--- src/rtl/nonrestoring_divider.sv ---
// rtl/nonrestoring_divider.sv - sequential unsigned non-restoring divider with start/done handshake
// One add-or-subtract of the divisor per cycle, then a single remainder fix-up step.
module nonrestoring_divider #(
  parameter int WIDTH = 4
) (
  input  logic             clk,
  input  logic             rst_n,
  input  logic             start,
  input  logic [WIDTH-1:0] dividend,
  input  logic [WIDTH-1:0] divisor,
  output logic             busy,
  output logic             done,
  output logic [WIDTH-1:0] quotient,
  output logic [WIDTH-1:0] remainder,
  output logic             div_by_zero
);

  localparam int CW = (WIDTH > 2) ? $clog2(WIDTH) : 1;

  typedef enum logic [1:0] {
    S_IDLE,
    S_CALC,
    S_FIX,
    S_DONE
  } state_t;

  state_t           state_q, state_d;
  logic [CW-1:0]    cnt_q, cnt_d;
  logic [WIDTH-1:0] d_q, d_d;
  logic [WIDTH-1:0] a_q, a_d;
  logic [WIDTH:0]   p_q, p_d;
  logic [WIDTH-1:0] quot_q, quot_d;
  logic [WIDTH-1:0] rem_q, rem_d;
  logic             dbz_q, dbz_d;

  logic             accept;
  logic [WIDTH:0]   d_ext;
  logic [WIDTH:0]   p_shift;
  logic [WIDTH:0]   p_step;
  logic [WIDTH:0]   p_fix;

  assign accept  = start && ((state_q == S_IDLE) || (state_q == S_DONE));
  assign d_ext   = {1'b0, d_q};
  assign p_shift = {p_q[WIDTH-1:0], a_q[WIDTH-1]};
  // Sign of the partial remainder before the shift picks add vs subtract.
  assign p_step  = p_q[WIDTH] ? (p_shift + d_ext) : (p_shift - d_ext);
  assign p_fix   = p_q[WIDTH] ? (p_q + d_ext) : p_q;

  always_comb begin
    state_d = state_q;
    cnt_d   = cnt_q;
    d_d     = d_q;
    a_d     = a_q;
    p_d     = p_q;
    quot_d  = quot_q;
    rem_d   = rem_q;
    dbz_d   = dbz_q;

    case (state_q)
      S_IDLE, S_DONE: begin
        state_d = S_IDLE;
        if (accept) begin
          if (divisor == '0) begin
            quot_d  = '1;
            rem_d   = dividend;
            dbz_d   = 1'b1;
            state_d = S_DONE;
          end else begin
            d_d     = divisor;
            a_d     = dividend;
            p_d     = '0;
            cnt_d   = '0;
            dbz_d   = 1'b0;
            state_d = S_CALC;
          end
        end
      end
      S_CALC: begin
        p_d   = p_step;
        a_d   = {a_q[WIDTH-2:0], ~p_step[WIDTH]};
        cnt_d = cnt_q + CW'(1);
        if (cnt_q == CW'(WIDTH - 1)) begin
          state_d = S_FIX;
        end
      end
      S_FIX: begin
        p_d     = p_fix;
        quot_d  = a_q;
        rem_d   = p_fix[WIDTH-1:0];
        state_d = S_DONE;
      end
      default: state_d = S_IDLE;
    endcase
  end

  always_ff @(posedge clk or negedge rst_n) begin
    if (!rst_n) begin
      state_q <= S_IDLE;
      cnt_q   <= '0;
      d_q     <= '0;
      a_q     <= '0;
      p_q     <= '0;
      quot_q  <= '0;
      rem_q   <= '0;
      dbz_q   <= 1'b0;
    end else begin
      state_q <= state_d;
      cnt_q   <= cnt_d;
      d_q     <= d_d;
      a_q     <= a_d;
      p_q     <= p_d;
      quot_q  <= quot_d;
      rem_q   <= rem_d;
      dbz_q   <= dbz_d;
    end
  end

  assign busy        = (state_q == S_CALC) || (state_q == S_FIX);
  assign done        = (state_q == S_DONE);
  assign quotient    = quot_q;
  assign remainder   = rem_q;
  assign div_by_zero = dbz_q;

endmodule

--- config.mk ---
export PLATFORM = sky130hd
export DESIGN_NAME = nonrestoring_divider
export DESIGN_NICKNAME = d
export VERILOG_FILES = /design/src/rtl/nonrestoring_divider.sv
export SDC_FILE = /design/constraint.sdc
export NUM_CORES = 1
export LEC_CHECK = 0
export CORE_UTILIZATION = 67
export CTS_CLUSTER_SIZE = 8
export DETAILED_ROUTE_END_ITERATION = 7
export DONT_BUFFER_PORTS = 1
export PLACE_DENSITY_LB_ADDON = 0.3
export SETUP_SLACK_MARGIN = 0.5
export SLEW_MARGIN = 15
export SYNTH_ARGS = -nofsm -noshare
export SYNTH_HDL_FRONTEND = slang
export SYNTH_SLANG_ARGS = --single-unit
export TNS_END_PERCENT = 30
--- constraint.sdc ---
create_clock -name clk -period 6.8 [get_ports clk]
set_clock_uncertainty 0.1 [all_clocks]
set_input_delay 0.34 -clock clk [delete_from_list [all_inputs] [get_ports clk]]
set_output_delay 0.34 -clock clk [all_outputs]
set_load 0.005 [all_outputs]
==> impl_summary.md <==
Status
The run finished with clean final reports.

Logic synthesis
The dominant synthesized flop cell is dfrtp_1. Counting every net in the synthesized netlist gives 193. Summed over all instances, the cell type with the most area after synthesis is dfrtp_1. The mean post-synth cell area is 9.59 µm². By area the synthesized netlist is led by dfrtp_1, ha_1, mux2_2. The post-synthesis sequential area ratio is 40.6%. The area share of the largest cell type after synthesis is 40.6%. The commonest cells after synthesis are dfrtp_1, inv_1, nor2_1. For this run, asynchronously set or reset flops after synthesis account for 100%.

After synthesis, the netlist uses 37 different library cells. Counting flops with a built-in enable in the synthesized netlist gives 0. The register bit total from synthesis is 26. During synthesis, Yosys emitted a total of 0 warnings.

The cell count after synthesis came out at 167. The cell area that synthesis handed to floorplanning was 0.00160 mm². Yosys instantiated no cell more often than dfrtp_1.

Critical path
In this run the register-to-register setup slack is 4.41 ns. Counting cells, the worst reg-to-reg path comes to 7. The arrival time at the worst endpoint is 2.56 ns. The critical path in this run is classified as reg -> reg. The destination of the worst register-to-register timing path is a_q[0]$_DFFE_PN0P_. The kind of launch point of the worst setup path is a flop. Of all nets on the critical path, the largest fanout is 13. The launch point of the worst reg-to-reg path is state_q[1]$_DFFE_PN0P_. The required time at the worst-slack endpoint is 6.97 ns. The kind of capture point of the worst setup path is a flop.

Pwr
Across the VDD grid, the largest voltage drop is 371 µV. The power per cell area is 524 mW/mm². Summed over all cells, the static leakage comes to 0.768 nW.

Timing
Setup repair after global routing left no endpoint under its margin. The worst pin sits at a relative slew slack of 44.4%. The smallest clock period supported by the final layout is computed as 2.39 ns.

Dividing the final minimum period by the clock period gives 35.1%. The timing-limited maximum frequency is 0.419 GHz. The count of pins over their slew limit is 0.

The hold violation count in the final report is 0. The accumulated negative setup slack is 0 ns. Setup violations remaining at the end of the flow were counted as 0.

At the pin with the least slew margin, the transition time is 0.833 ns.

Clock network
The CTS tree is done. After clock tree synthesis, the clock-pin slew on the worst setup and hold paths is 0.15 ns. The later pin in the worst-skew pair is clocked with a latency of 0.34 ns. The number of buffers created by CTS is 3. In this run the deepest clock path goes through 2 buffers. The total of cells resized after clock tree synthesis is 0.

After clock tree synthesis, the flow added hold-fix buffers numbering 2. The sink count of the clock tree is 26. CTS built an H-tree with a depth of 1. The number of setup buffers added after CTS is 0. In this run the clock root is driven by a clkbuf_4.

Place
The count of input and output buffers is 0. Once placement completed, the tool counted placed cells totaling 190. The detailed placer's ending HPWL is 2390 µm. The weighted congestion reported at the end of routability-driven placement is 0.863.

Worst hold path
For hold timing, the worst endpoint is d_q[1]$_DFFE_PN0P_. In this run the worst hold path is classified as in -> reg. The number of instances on the worst hold path is 2. The worst hold path begins at divisor[1].

Global route
The number of global-route vias before repair was 1133. Entering global routing, the biggest net connects 27 pins. The number of antenna violations at the first check in global routing was 0.

The total overflow left after global routing is 0. For this run, the total global-route usage over all layers was measured as 28.1%. The global-route wire length before repair is 5200 µm.

Cells and area
After the flow finishes, the layout carries non-filler instances totaling 196. The area used by multi-input combinational logic is 860 µm². The share of layout cells above drive strength 1 is 9.52%.

The count of inserted antenna diode cells is 0. Compared with the post-synthesis result, the final layout area differs by 5.62%. After filler insertion, the fill cell instance count of the layout stands at 164. The flip-flop and latch area is 651 µm². The net count of the finished layout is 195.

Die
The overall die area is 0.00259 mm². The vertical die dimension is 50.9 µm. The width of the chip is 50.9 µm. The floorplan has 17 rows. 22 I/O pins were placed. The starting density of the core is 71.7%. The floorplan step defined a core boundary enclosing 0.00223 mm².

Routing
The number of vias per cell after detailed routing is 6.13. After detailed routing, the average wire length per cell comes to 16.0 µm. The detailed-router iteration count before antenna repair is 4. The post-detailed-route DRC marker count is 0. The via count is 1201. The final antenna-violating net count is 0. The first-iteration detailed-routing DRC count is 36. The total routed wirelength is 3140 µm.

Flow run
Across the run, the number of max-cap violations was 0.
## report_power, final
group	switching [mW]	internal (mW)
registers	0.0677	0.223
clock network	0.0504	0.0597
logic	0.274	0.211
## kinds of logic after synthesis
| group | synth area share, % |
|---|---|
| AND/OR/NAND/NOR | 13.0 |
| adder cells (fa/ha/maj) | 12.7 |
| XOR/XNOR | 3.83 |
| buffers and inverters | 5.70 |
| multiplexers | 7.34 |
| AO/OA/AOI/OAI | 16.9 |
| flip-flops | 40.6 |
## worst max-delay path by stage
stage / end / startpoint / cells after the start / slack (ns)
floorplan: p_q[3]$_DFFE_PN0P_ / d_q[1]$_DFFE_PN0P_ / 9 / 4.69
global placement: p_q[3]$_DFFE_PN0P_ / d_q[1]$_DFFE_PN0P_ / 9 / 4.52
detailed placement: p_q[3]$_DFFE_PN0P_ / d_q[1]$_DFFE_PN0P_ / 9 / 4.46
CTS: a_q[0]$_DFFE_PN0P_ / state_q[1]$_DFFE_PN0P_ / 7 / 4.43
global route: a_q[0]$_DFFE_PN0P_ / state_q[1]$_DFFE_PN0P_ / 7 / 4.21
finish: a_q[0]$_DFFE_PN0P_ / state_q[1]$_DFFE_PN0P_ / 7 / 4.41
## area by class of cell
type,count,share of cell area (%)
clock inverters,1,1.78
flip-flops and latches,26,38.5
multi-input cells,119,50.8
inverters,17,3.77
well taps,28,2.07
clock buffers,3,1.33
repair buffers,2,1.78
## worst max-delay path, stage by stage (launching register included)
cell and delay, ns:
dfrtp_1 0.45, inv_1 0.07, ha_1 0.46, inv_1 0.16, o22ai_1 0.68, nand3_1 0.16, o21ai_0 0.11, o21bai_1 0.13
## metal layers
layer	GRT usage [%]	wire [µm]	up-vias
met4	12.5	88	0
li1	-	-	588
met1	39.0	1500	565
met5	0	0	-
met2	40.9	1370	38
met3	8.04	176	10
## per-stage QoR
stage / area [µm²] / worst slack, ns / hold WS (ns) / power [mW] / util (%)
4_1_cts: 1690 / 4.43 / 0.0290 / 0.885 / 75.7
2_1_floorplan: 1600 / 4.69 / -0.0556 / 0.672 / -
3_5_place_dp: 1610 / 4.46 / -0.0550 / 0.770 / 72.0
5_1_grt: 1690 / 4.21 / 0.0255 / 0.962 / 75.7
3_3_place_gp: 1610 / 4.52 / -0.0550 / 0.747 / 72.0
6_report: 1690 / 4.41 / 0.0198 / 0.886 / 75.7
## flip-flops by register name, indices dropped and copies added (netlist names)
| register | count |
|---|---|
| div_by_zero | 1 |
| cnt_q | 2 |
| state_q | 2 |
| remainder | 4 |
| a_q | 4 |
| d_q | 4 |
| p_q | 5 |
| quotient | 4 |
## cell usage in the layout, fill, tap and decap left out, types with 2 or more instances in the layout
master and instances:
a21oi_1 13, inv_1 17, o221ai_1 2, xnor2_1 5, nand2b_1 2, o22ai_1 2
nor3_1 3, xor2_1 2, dfrtp_1 26, o21ai_0 8, mux2i_1 5, a21o_1 3
fa_1 2, nand3_1 3, mux2_2 6, ha_1 13, nor2_1 17, clkbuf_4 3
nand2_1 13, a31oi_1 5
Power figures use the tool's default switching activity.
